## config.mk

```make
export PLATFORM = sky130hd
export DESIGN_NAME = de2i150_input_sampler
export DESIGN_NICKNAME = d
export VERILOG_FILES = /design/src/rtl/de2i150_io_pkg.sv /design/src/rtl/de2i150_debounce.sv /design/src/rtl/de2i150_input_sampler.sv
export SDC_FILE = /design/constraint.sdc
export NUM_CORES = 1
export LEC_CHECK = 0
export BUFFER_PORTS_ARGS = -buffer_cell sky130_fd_sc_hd__buf_2
export CAP_MARGIN = 25
export CORE_MARGIN = 2
export CORE_UTILIZATION = 35
export DETAILED_ROUTE_END_ITERATION = 10
export GPL_ROUTABILITY_DRIVEN = 0
export GPL_TIMING_DRIVEN = 1
export SETUP_SLACK_MARGIN = 0.3
export SLEW_MARGIN = 20
export SYNTH_ARGS = -nofsm -noshare
export SYNTH_HDL_FRONTEND = slang
export SYNTH_SLANG_ARGS = --single-unit
```

## constraint.sdc

```tcl
create_clock -name CLOCK_50 -period 2.8 [get_ports CLOCK_50]
set_input_delay 0.84 -clock CLOCK_50 [delete_from_list [all_inputs] [get_ports CLOCK_50]]
set_output_delay 0.84 -clock CLOCK_50 [all_outputs]
set_load 0.1 [all_outputs]
```

## src/rtl/de2i150_io_pkg.sv

```systemverilog
// Shared types and constants for the DE2i-150 input sampler.
// Event encoding, key/switch counts and debounce length helper.
package de2i150_io_pkg;

  localparam int NUM_KEYS = 4;
  localparam int NUM_SW = 18;

  localparam logic EVT_PRESS = 1'b1;
  localparam logic EVT_RELEASE = 1'b0;

  typedef struct packed {
    logic       kind;
    logic [1:0] idx;
  } evt_t;

  function automatic int deb_cycles(
    input int clk_hz,
    input int ms
  );
    return clk_hz / 1000 * ms;
  endfunction

endpackage

```

## src/rtl/de2i150_debounce.sv

```systemverilog
// One-bit synchronizer plus debouncer with registered edge strobes.
// INVERT flips polarity after the synchronizer (active-low keys).
module de2i150_debounce #(
  parameter int DEB_CYCLES = 8,
  parameter bit INVERT = 1'b0
) (
  input  logic clk,
  input  logic rst_n,
  input  logic raw,
  output logic level,
  output logic rise,
  output logic fall
);

  localparam int CW =
    (DEB_CYCLES > 2) ? $clog2(DEB_CYCLES) : 1;
  localparam logic [CW-1:0] LAST =
    CW'(DEB_CYCLES - 1);
  localparam logic RST_V = INVERT;

  logic          meta;
  logic          sync;
  logic          s;
  logic [CW-1:0] cnt;

  assign s = sync ^ INVERT;

  always_ff @(posedge clk or negedge rst_n) begin
    if (!rst_n) begin
      meta  <= RST_V;
      sync  <= RST_V;
      cnt   <= '0;
      level <= 1'b0;
      rise  <= 1'b0;
      fall  <= 1'b0;
    end else begin
      meta <= raw;
      sync <= meta;
      rise <= 1'b0;
      fall <= 1'b0;
      if (s == level) begin
        cnt <= '0;
      end else if (cnt == LAST) begin
        level <= s;
        cnt   <= '0;
        rise  <= s;
        fall  <= ~s;
      end else begin
        cnt <= cnt + 1'b1;
      end
    end
  end

endmodule

```

## src/rtl/de2i150_input_sampler.sv

```systemverilog
// Debounced keys/switches with edge pulses and a 4-deep
// key event FIFO behind a valid/ready handshake.
module de2i150_input_sampler
  import de2i150_io_pkg::*;
#(
  parameter int CLK_HZ = 50_000_000,
  parameter int DEBOUNCE_MS = 10,
  parameter int DEB_CYCLES =
    deb_cycles(CLK_HZ, DEBOUNCE_MS)
) (
  input  logic        CLOCK_50,
  input  logic        RST_N,
  input  logic [3:0]  KEY,
  input  logic [17:0] SW,
  output logic [3:0]  key_level,
  output logic [3:0]  key_press,
  output logic [3:0]  key_release,
  output logic [17:0] sw_level,
  output logic        sw_changed,
  output logic        evt_valid,
  input  logic        evt_ready,
  output logic [2:0]  evt_data,
  output logic        evt_ovf,
  input  logic        ovf_clr
);

  logic [NUM_SW-1:0] sw_rise;
  logic [NUM_SW-1:0] sw_fall;

  for (genvar i = 0; i < NUM_KEYS; i++) begin : g_key
    de2i150_debounce #(
      .DEB_CYCLES(DEB_CYCLES),
      .INVERT(1'b1)
    ) u_deb (
      .clk  (CLOCK_50),
      .rst_n(RST_N),
      .raw  (KEY[i]),
      .level(key_level[i]),
      .rise (key_press[i]),
      .fall (key_release[i])
    );
  end

  for (genvar i = 0; i < NUM_SW; i++) begin : g_sw
    de2i150_debounce #(
      .DEB_CYCLES(DEB_CYCLES),
      .INVERT(1'b0)
    ) u_deb (
      .clk  (CLOCK_50),
      .rst_n(RST_N),
      .raw  (SW[i]),
      .level(sw_level[i]),
      .rise (sw_rise[i]),
      .fall (sw_fall[i])
    );
  end

  assign sw_changed = |(sw_rise | sw_fall);

  logic [NUM_KEYS-1:0] pend_p;
  logic [NUM_KEYS-1:0] pend_r;
  logic [NUM_KEYS-1:0] gnt_p;
  logic [NUM_KEYS-1:0] gnt_r;
  logic                found;
  evt_t                pick;

  evt_t       mem [4];
  logic [2:0] wr_ptr;
  logic [2:0] rd_ptr;
  logic       empty;
  logic       full;
  logic       pop;
  logic       wr_en;
  logic       ovf_set;
  evt_t       head;

  assign empty = (wr_ptr == rd_ptr);
  assign full  = ((wr_ptr ^ rd_ptr) == 3'b100);
  assign pop   = !empty && evt_ready;
  assign wr_en = found && (!full || pop);
  assign head  = mem[rd_ptr[1:0]];

  assign evt_valid = !empty;
  assign evt_data  = empty ? 3'b000 : head;

  assign ovf_set = |(key_press & pend_p)
                 | |(key_release & pend_r);

  // Lowest key first; press outranks release within a key.
  always_comb begin
    found = 1'b0;
    pick  = '0;
    gnt_p = '0;
    gnt_r = '0;
    for (int i = 0; i < NUM_KEYS; i++) begin
      if (!found && pend_p[i]) begin
        found    = 1'b1;
        gnt_p[i] = 1'b1;
        pick     = '{kind: EVT_PRESS, idx: 2'(i)};
      end
      if (!found && pend_r[i]) begin
        found    = 1'b1;
        gnt_r[i] = 1'b1;
        pick     = '{kind: EVT_RELEASE, idx: 2'(i)};
      end
    end
  end

  always_ff @(posedge CLOCK_50 or negedge RST_N) begin
    if (!RST_N) begin
      pend_p  <= '0;
      pend_r  <= '0;
      wr_ptr  <= '0;
      rd_ptr  <= '0;
      evt_ovf <= 1'b0;
      for (int i = 0; i < 4; i++) begin
        mem[i] <= '0;
      end
    end else begin
      pend_p <= (pend_p & ~(wr_en ? gnt_p : '0))
              | key_press;
      pend_r <= (pend_r & ~(wr_en ? gnt_r : '0))
              | key_release;
      if (wr_en) begin
        mem[wr_ptr[1:0]] <= pick;
        wr_ptr <= wr_ptr + 3'd1;
      end
      if (pop) begin
        rd_ptr <= rd_ptr + 3'd1;
      end
      if (ovf_set) begin
        evt_ovf <= 1'b1;
      end else if (ovf_clr) begin
        evt_ovf <= 1'b0;
      end
    end
  end

endmodule

```

==> flow_metrics.env, run 1 <==
export IMPL_outcome="complete, but fails checks"
export IMPL_violations="negative setup slack"
export IMPL_p_sw_share_pct=23.5
export IMPL_clk_insertion_delay_late_ns=0.63
export IMPL_die_w_um=278
export IMPL_area_delta_synth_final_pct=15.2
export IMPL_relSlewSlack_pct=58.2
export IMPL_fin_tns_setup_ns=-0.0333
export IMPL_cp_max_fo=1
export IMPL_synth_edf_count=0
export IMPL_async_flop_share_pct=100
export IMPL_rows=100
export IMPL_grt_pass1_vias=19115
export IMPL_seqPwrFrac_pct=44.8
export IMPL_antenna_cells=0
export IMPL_fill_cells=7109
export IMPL_setup_viol=2
export IMPL_worstSetupPathType="flop to output pin"
export IMPL_fin_total_pwr_w=0.0189
export IMPL_final_common_cell="dfrtp_1"
export IMPL_crit_required_ns=1.96
export IMPL_finalHoldViolCount=0
export IMPL_cp_start_kind="flop"
export IMPL_overflow=0
export IMPL_report_final_slew_viol_count=0
export IMPL_wl_per_cell_um=14.7
export IMPL_synth_cell_types=59
export IMPL_combPwrFrac_pct=7.4
export IMPL_worstMarginPinSlew_ns=0.621
export IMPL_finish_instance_area_sq_um=30300
export IMPL_maxCapViolCount=0
export IMPL_htree_levels=2
export IMPL_synth_seq_cells=555
export IMPL_power_switching_w=0.00444
export IMPL_cts_sinks=555
export IMPL_drive_above_1_share_pct=12.4
export IMPL_setup_slack_ns=-0.0293
export IMPL_peakVddDrop_uv=1260
export IMPL_cts_root_buf="clkbuf_16"
export IMPL_cpMostUsedCell="nand4_1"
export IMPL_clock_fmax_mhz=353
export IMPL_ios=62
export IMPL_syn_num_nets=2615
export IMPL_vias=19129
export IMPL_die_y_um=278
export IMPL_ys_warn_count=0
export IMPL_layout_min_cycle_time_ns=2.83
export IMPL_routed_wl_mm=53.9
export IMPL_endpoint_kind="output pin"
export IMPL_grt_max_degree=91
export IMPL_grt_first_pass_wirelength_mm=93.5
export IMPL_power_density_nw_per_um2=625
export IMPL_track_usage_pct=14.1
export IMPL_synth_area_sq_um=26300
export IMPL_postRouteAntennaNets=0
export IMPL_path_clk_slew_ns=0.06
export IMPL_portBuffers=61
export IMPL_rr_endpoint="g_sw[12].u_deb.cnt[18]"
export IMPL_slowest_delay_ns=0.39
export IMPL_skew_ns=0.0220
export IMPL_period_share_pct=101
export IMPL_critPathTopFamily="simple AND/OR/NAND/NOR gates"
export IMPL_via_per_inst=5.21
export IMPL_reg2reg_depth=5
export IMPL_synthCells=2562
export IMPL_place_area_sq_um=27900
export IMPL_cp_buffers_inverters=1
export IMPL_r2r_start="g_sw[12].u_deb.cnt[11]"
export IMPL_post_route_util_pct=40.7
export IMPL_rsz0062_at_grt="true"
export IMPL_drc=0
export IMPL_start_util_pct=35.3
export IMPL_dr_pass1_iters=5
export IMPL_dieArea_sq_um=77300
export IMPL_timing_hold_ws_ns=0.140
export IMPL_ys_seq_area_share_pct=52.9
export IMPL_slowest_stage="dfrtp_1"
export IMPL_core_area_sq_um=74400
export IMPL_critPathArrivalTime_ns=1.99
export IMPL_p_leak_nw=12.3
export IMPL_p_int_w=0.0145
export IMPL_cts_buffer_depth=3
export IMPL_power_frac_clock_pct=47.8
export IMPL_cts_tree="built"
export IMPL_numCtsBuffers=59
export IMPL_regToRegSetupSlack_ns=0.51
export IMPL_antenna_found_initial=2
export IMPL_syn_avg_cell_area_sq_um=10.3
export IMPL_min_path_type="primary input to asynchronous set/reset pin"
export IMPL_hpwl_mm=37.2
export IMPL_nNetsFinal=2707
export IMPL_drt_iter0_drc=1111
export IMPL_final_cell_mix="dfrtp_1, nor2_1, xnor2_1"
export IMPL_synthFlopType="dfrtp_1"
export IMPL_path_cells="nor4_4, nand4_1, nor2_1, nand4_1, buf_6"
power by group through the flow:
stage	Sequential (W)	Clock, W	Combinational, W
after global placement	0.00859	0	0.00121
final	0.00847	0.00904	0.00140
after detailed placement	0.00860	0	0.00124
after global routing	0.00850	0.00964	0.00154
after CTS	0.00846	0.00931	0.00136
after floorplan	0.00853	0	0.000876
registers in the layout, summed over array words and instances (netlist names), 4 cells and up:
name	cells
g_key.u_deb.fall	4
g_sw.u_deb.meta	18
mem	12
pend_p	4
g_key.u_deb.cnt	76
g_sw.u_deb.cnt	342
g_key.u_deb.meta	4
g_sw.u_deb.fall	18
g_sw.u_deb.s	18
g_key.u_deb.level	4
g_sw.u_deb.rise	18
pend_r	4
g_key.u_deb.sync	4
g_sw.u_deb.level	18
g_key.u_deb.rise	4
synthesized netlist by cell type, drive strengths merged, types with 5 or more instances:
library cell,n,area [sq um]
nand3,164,821
clkbuf,48,181
or2,34,220
xnor2,203,1780
or4,54,417
mux2,31,360
dfrtp,547,13700
and4,38,333
and3,46,288
nor4,90,563
inv,53,199
nor3,68,340
dfstp,8,210
nor4b,8,70.1
nand3b,5,37.5
a21oi,85,425
ha,27,338
nor2,353,1330
a21o,7,52.6
o41ai,5,43.8
o21ai,67,354
nor4bb,17,170
xor2,117,1020
nor3b,46,345
and2,27,169
a31o,7,61.3
buf,40,289
or3,48,300
nand4b,6,52.6
o31ai,28,225
nand2,124,465
nand4,131,820
or4b,5,50.1
how the worst max path moves through the flow:
| stage | start | end | slack (ns) | cells after the start |
|---|---|---|---|---|
| after floorplan | rd_ptr[0] | evt_data[0] | -0.14 | 4 |
| after global routing | g_sw[1].u_deb.fall | sw_changed | -0.21 | 5 |
| final | g_sw[1].u_deb.fall | sw_changed | -0.03 | 5 |
| after detailed placement | g_sw[2].u_deb.rise | sw_changed | 0.25 | 5 |
| after CTS | g_sw[2].u_deb.rise | sw_changed | -0.12 | 5 |
| after global placement | g_sw[2].u_deb.rise | sw_changed | 0.22 | 5 |
routing by layer:
metal	track usage (%)	part of all wire [%]	wire length, um
met1	18.9	47	25100
met3	2.75	4.4	2400
met2	23.2	47	25200
met5	0	0.020	11
met4	3.88	2.1	1140
kinds of logic (layout without fill, tap and decap cells):
family	after synthesis	count (layout)	share of synthesized area, %
adders and majority gates	27	27	1.29
muxes	36	36	1.70
DFF	555	555	52.9
AOI/OAI and AO/OA	208	208	4.70
and+or+nand+nor	1275	1275	26.2
xor gates and xnor gates	320	320	10.7
buffers and inverters	141	283	2.55
what timing repair did:
action,4_1_cts,5_1_grt
gates resized for setup,20,6
hold buffers,0,0
endpoints found under the setup margin,6,6
setup buffers,0,2
pin swaps,0,4
worst register-to-register path, stage by stage (launching register included):
cell and delay [ns]:
dfrtp_1 0.44, or4b_2 0.67, or4_1 0.44, o21ai_2 0.30
buf_4 0.24, a21oi_1 0.07
stage by stage:
step,setup slack (ns),instances
5_1_grt,-0.210,3673
6_report,-0.0293,3673
3_3_place_gp,0.222,3560
2_1_floorplan,-0.145,2562
4_1_cts,-0.124,3671
3_5_place_dp,0.248,3560
area by class of cell:
cell class	count	area (sq um)	share of cell area, %
multi-input cells	1866	11800	38.8
clock inverters	40	677	2.24
clock buffers	71	1600	5.29
inverters	53	199	0.657
flip-flops and latches	555	13900	45.9
well taps	969	1210	4.00
repair buffers	119	922	3.05
Power figures use the tool's default switching activity.
==> run 2: changes to the inputs <==
--- a/config.mk
+++ b/config.mk
@@ -9,9 +9,12 @@
 export CAP_MARGIN = 25
 export CORE_MARGIN = 2
 export CORE_UTILIZATION = 35
+export CTS_BUF_LIST = sky130_fd_sc_hd__clkbuf_16
 export DETAILED_ROUTE_END_ITERATION = 10
 export GPL_ROUTABILITY_DRIVEN = 0
 export GPL_TIMING_DRIVEN = 1
+export HOLD_SLACK_MARGIN = 0.15
+export PLACE_DENSITY = 0.54
 export SETUP_SLACK_MARGIN = 0.3
 export SLEW_MARGIN = 20
 export SYNTH_ARGS = -nofsm -noshare
==> run 2 against run 1 <==
The flow still finishes with violations (negative setup slack). Sequential share of layout area barely moved. Largest power group is now sequential cells. Sequential power is essentially flat. Global-route usage rose by 0.41 points. Largest cell class unchanged. Highest routed layer is now met4.
==> flow_metrics.env, run 2 (same netlist as run 1, synthesis figures left out) <==
export IMPL_antenna_found_initial=0
export IMPL_period_share_pct=102
export IMPL_routed_wl_mm=54.2
export IMPL_postRouteAntennaNets=0
export IMPL_registers_top_by_ff_count="g_sw.u_deb.cnt"
export IMPL_fin_total_pwr_w=0.0184
export IMPL_start_util_pct=35.3
export IMPL_grt_pass1_vias=19317
export IMPL_combPwrFrac_pct=10.4
export IMPL_cts_sinks=555
export IMPL_outcome="complete, but fails checks"
export IMPL_dpl_worst_slack_ns=0.382
export IMPL_via_per_inst=5.19
export IMPL_endpoint_kind="output pin"
export IMPL_seqPwrFrac_pct=46.2
export IMPL_setup_viol=4
export IMPL_finish_instance_area_sq_um=30300
export IMPL_crit_required_ns=1.96
export IMPL_grt_max_degree=81
export IMPL_clk_insertion_delay_late_ns=0.64
export IMPL_grt_first_pass_wirelength_mm=95.9
export IMPL_power_switching_w=0.00453
export IMPL_cts_tree="built"
export IMPL_largest_reg_flops=342
export IMPL_cpMostUsedCell="nand4_1"
export IMPL_cp_max_fo=1
export IMPL_skew_ns=0.0448
export IMPL_wl_per_cell_um=14.7
export IMPL_worstSetupPathType="flop to output pin"
export IMPL_ios=62
export IMPL_cts_root_buf="clkbuf_16"
export IMPL_numCtsBuffers=61
export IMPL_timing_hold_ws_ns=0.299
export IMPL_rows=100
export IMPL_relSlewSlack_pct=56.6
export IMPL_min_path_type="primary input to flop"
export IMPL_die_w_um=278
export IMPL_hpwl_mm=37.3
export IMPL_power_density_nw_per_um2=607
export IMPL_rsz0062_at_grt="true"
export IMPL_place_area_sq_um=27900
export IMPL_maxCapViolCount=0
export IMPL_dr_pass1_iters=5
export IMPL_overflow=0
export IMPL_path_clk_slew_ns=0.06
export IMPL_dieArea_sq_um=77300
export IMPL_track_usage_pct=14.5
export IMPL_final_common_cell="dfrtp_1"
export IMPL_portBuffers=61
export IMPL_core_area_sq_um=74400
export IMPL_reg_largest_list="g_sw.u_deb.cnt x342, g_key.u_deb.cnt x76"
export IMPL_htree_levels=2
export IMPL_path_cells="nor4_2, buf_4, nand4_1, nor2_1, nand4_1, buf_8"
export IMPL_drc=0
export IMPL_die_y_um=278
export IMPL_cts_buffer_depth=3
export IMPL_antenna_cells=0
export IMPL_post_route_util_pct=40.6
export IMPL_finalHoldViolCount=0
export IMPL_p_sw_share_pct=24.7
export IMPL_nNetsFinal=2724
export IMPL_vias=19126
export IMPL_area_delta_synth_final_pct=15.1
export IMPL_worstMarginPinSlew_ns=0.644
export IMPL_slowest_stage="dfrtp_1"
export IMPL_drt_iter0_drc=1016
export IMPL_power_frac_clock_pct=43.5
export IMPL_violations="negative setup slack"
export IMPL_peakVddDrop_uv=1320
export IMPL_p_leak_nw=12.3
export IMPL_clock_fmax_mhz=351
export IMPL_fill_cells=7114
export IMPL_report_final_slew_viol_count=0
export IMPL_drive_above_1_share_pct=12.2
export IMPL_p_int_w=0.0138
export IMPL_slowest_delay_ns=0.37
export IMPL_setup_slack_ns=-0.0510
export IMPL_critPathArrivalTime_ns=2.01
export IMPL_final_cell_mix="dfrtp_1, nor2_1, xnor2_1"
export IMPL_cp_start_kind="flop"
export IMPL_layout_min_cycle_time_ns=2.85
## run 2: cell count changes in the layout (fill, tap and decap cells not counted), moves of 6 or more
| cell | previous run | this run |
|---|---|---|
| buf_6 | 1 | 14 |
| bufinv_16 | 17 | 8 |
| clkbuf_8 | 8 | 0 |
| clkinv_1 | 0 | 14 |
| clkinvlp_4 | 7 | 1 |
| inv_1 | 53 | 64 |
## run 2: area by class of cell
type	count	area (sq um)	share of cell area, %
clock buffer	61	1530	5.05
clock inverter	48	463	1.53
inverter	53	199	0.658
multi-input combinational	1866	11800	39.0
sequential	555	13900	46.0
tap	969	1210	4.01
timing repair buffer	134	1160	3.82
## run 2: routing by layer
layer | global-route usage (%) | vias to the layer above | wire (um)
met5 | 0 | - | 0
met1 | 19.7 | 9430 | 25200
met2 | 23.6 | 245 | 25600
met4 | 4.46 | 0 | 1480
li1 | - | 9363 | -
met3 | 2.59 | 88 | 2010
## run 2: timing repair
| item | CTS | global route |
|---|---|---|
| buffers inserted | 15 | 4 |
| hold endpoints to repair | 24 | 0 |
| hold buffers | 1 | 0 |
| pin swaps | 4 | 3 |
| resized for setup | 34 | 14 |
| endpoints found under the setup margin | 6 | 8 |
## run 2: worst max-delay path, delay by kind of cell, from the launching register on
family        cells  cell delay (ns)
simple gates      4             0.61
buf+inv           2             0.39
flops             1             0.37
## run 2: stage by stage
stage / instances / TNS, ns
finish: 3686 / -0.0899
global placement: 3557 / 0
CTS: 3682 / -0.222
floorplan: 2562 / -0.314
global route: 3686 / -0.433
detailed placement: 3557 / 0
## run 2: final timing paths
path	depth (start not counted)	to	slack, ns	from
max	6	sw_changed	-0.05	g_sw[17].u_deb.rise
min	1	g_sw[15].u_deb.meta	0.30	SW[15]
max reg2reg	17	rd_ptr[1]	0.07	rd_ptr[0]
min reg2reg	0	g_sw[16].u_deb.s	0.35	g_sw[16].u_deb.meta
max in group asynchronous	4	g_key[0].u_deb.meta	1.33	RST_N
min in group asynchronous	2	g_sw[4].u_deb.cnt[18]	0.66	RST_N
## run 2: power by group through the flow
stage | logic, W | registers (W) | clock network, W
final | 0.00190 | 0.00848 | 0.00798
after global routing | 0.00206 | 0.00851 | 0.00861
after global placement | 0.00124 | 0.00860 | 0
after detailed placement | 0.00126 | 0.00861 | 0
after floorplan | 0.000876 | 0.00853 | 0
after CTS | 0.00173 | 0.00848 | 0.00827
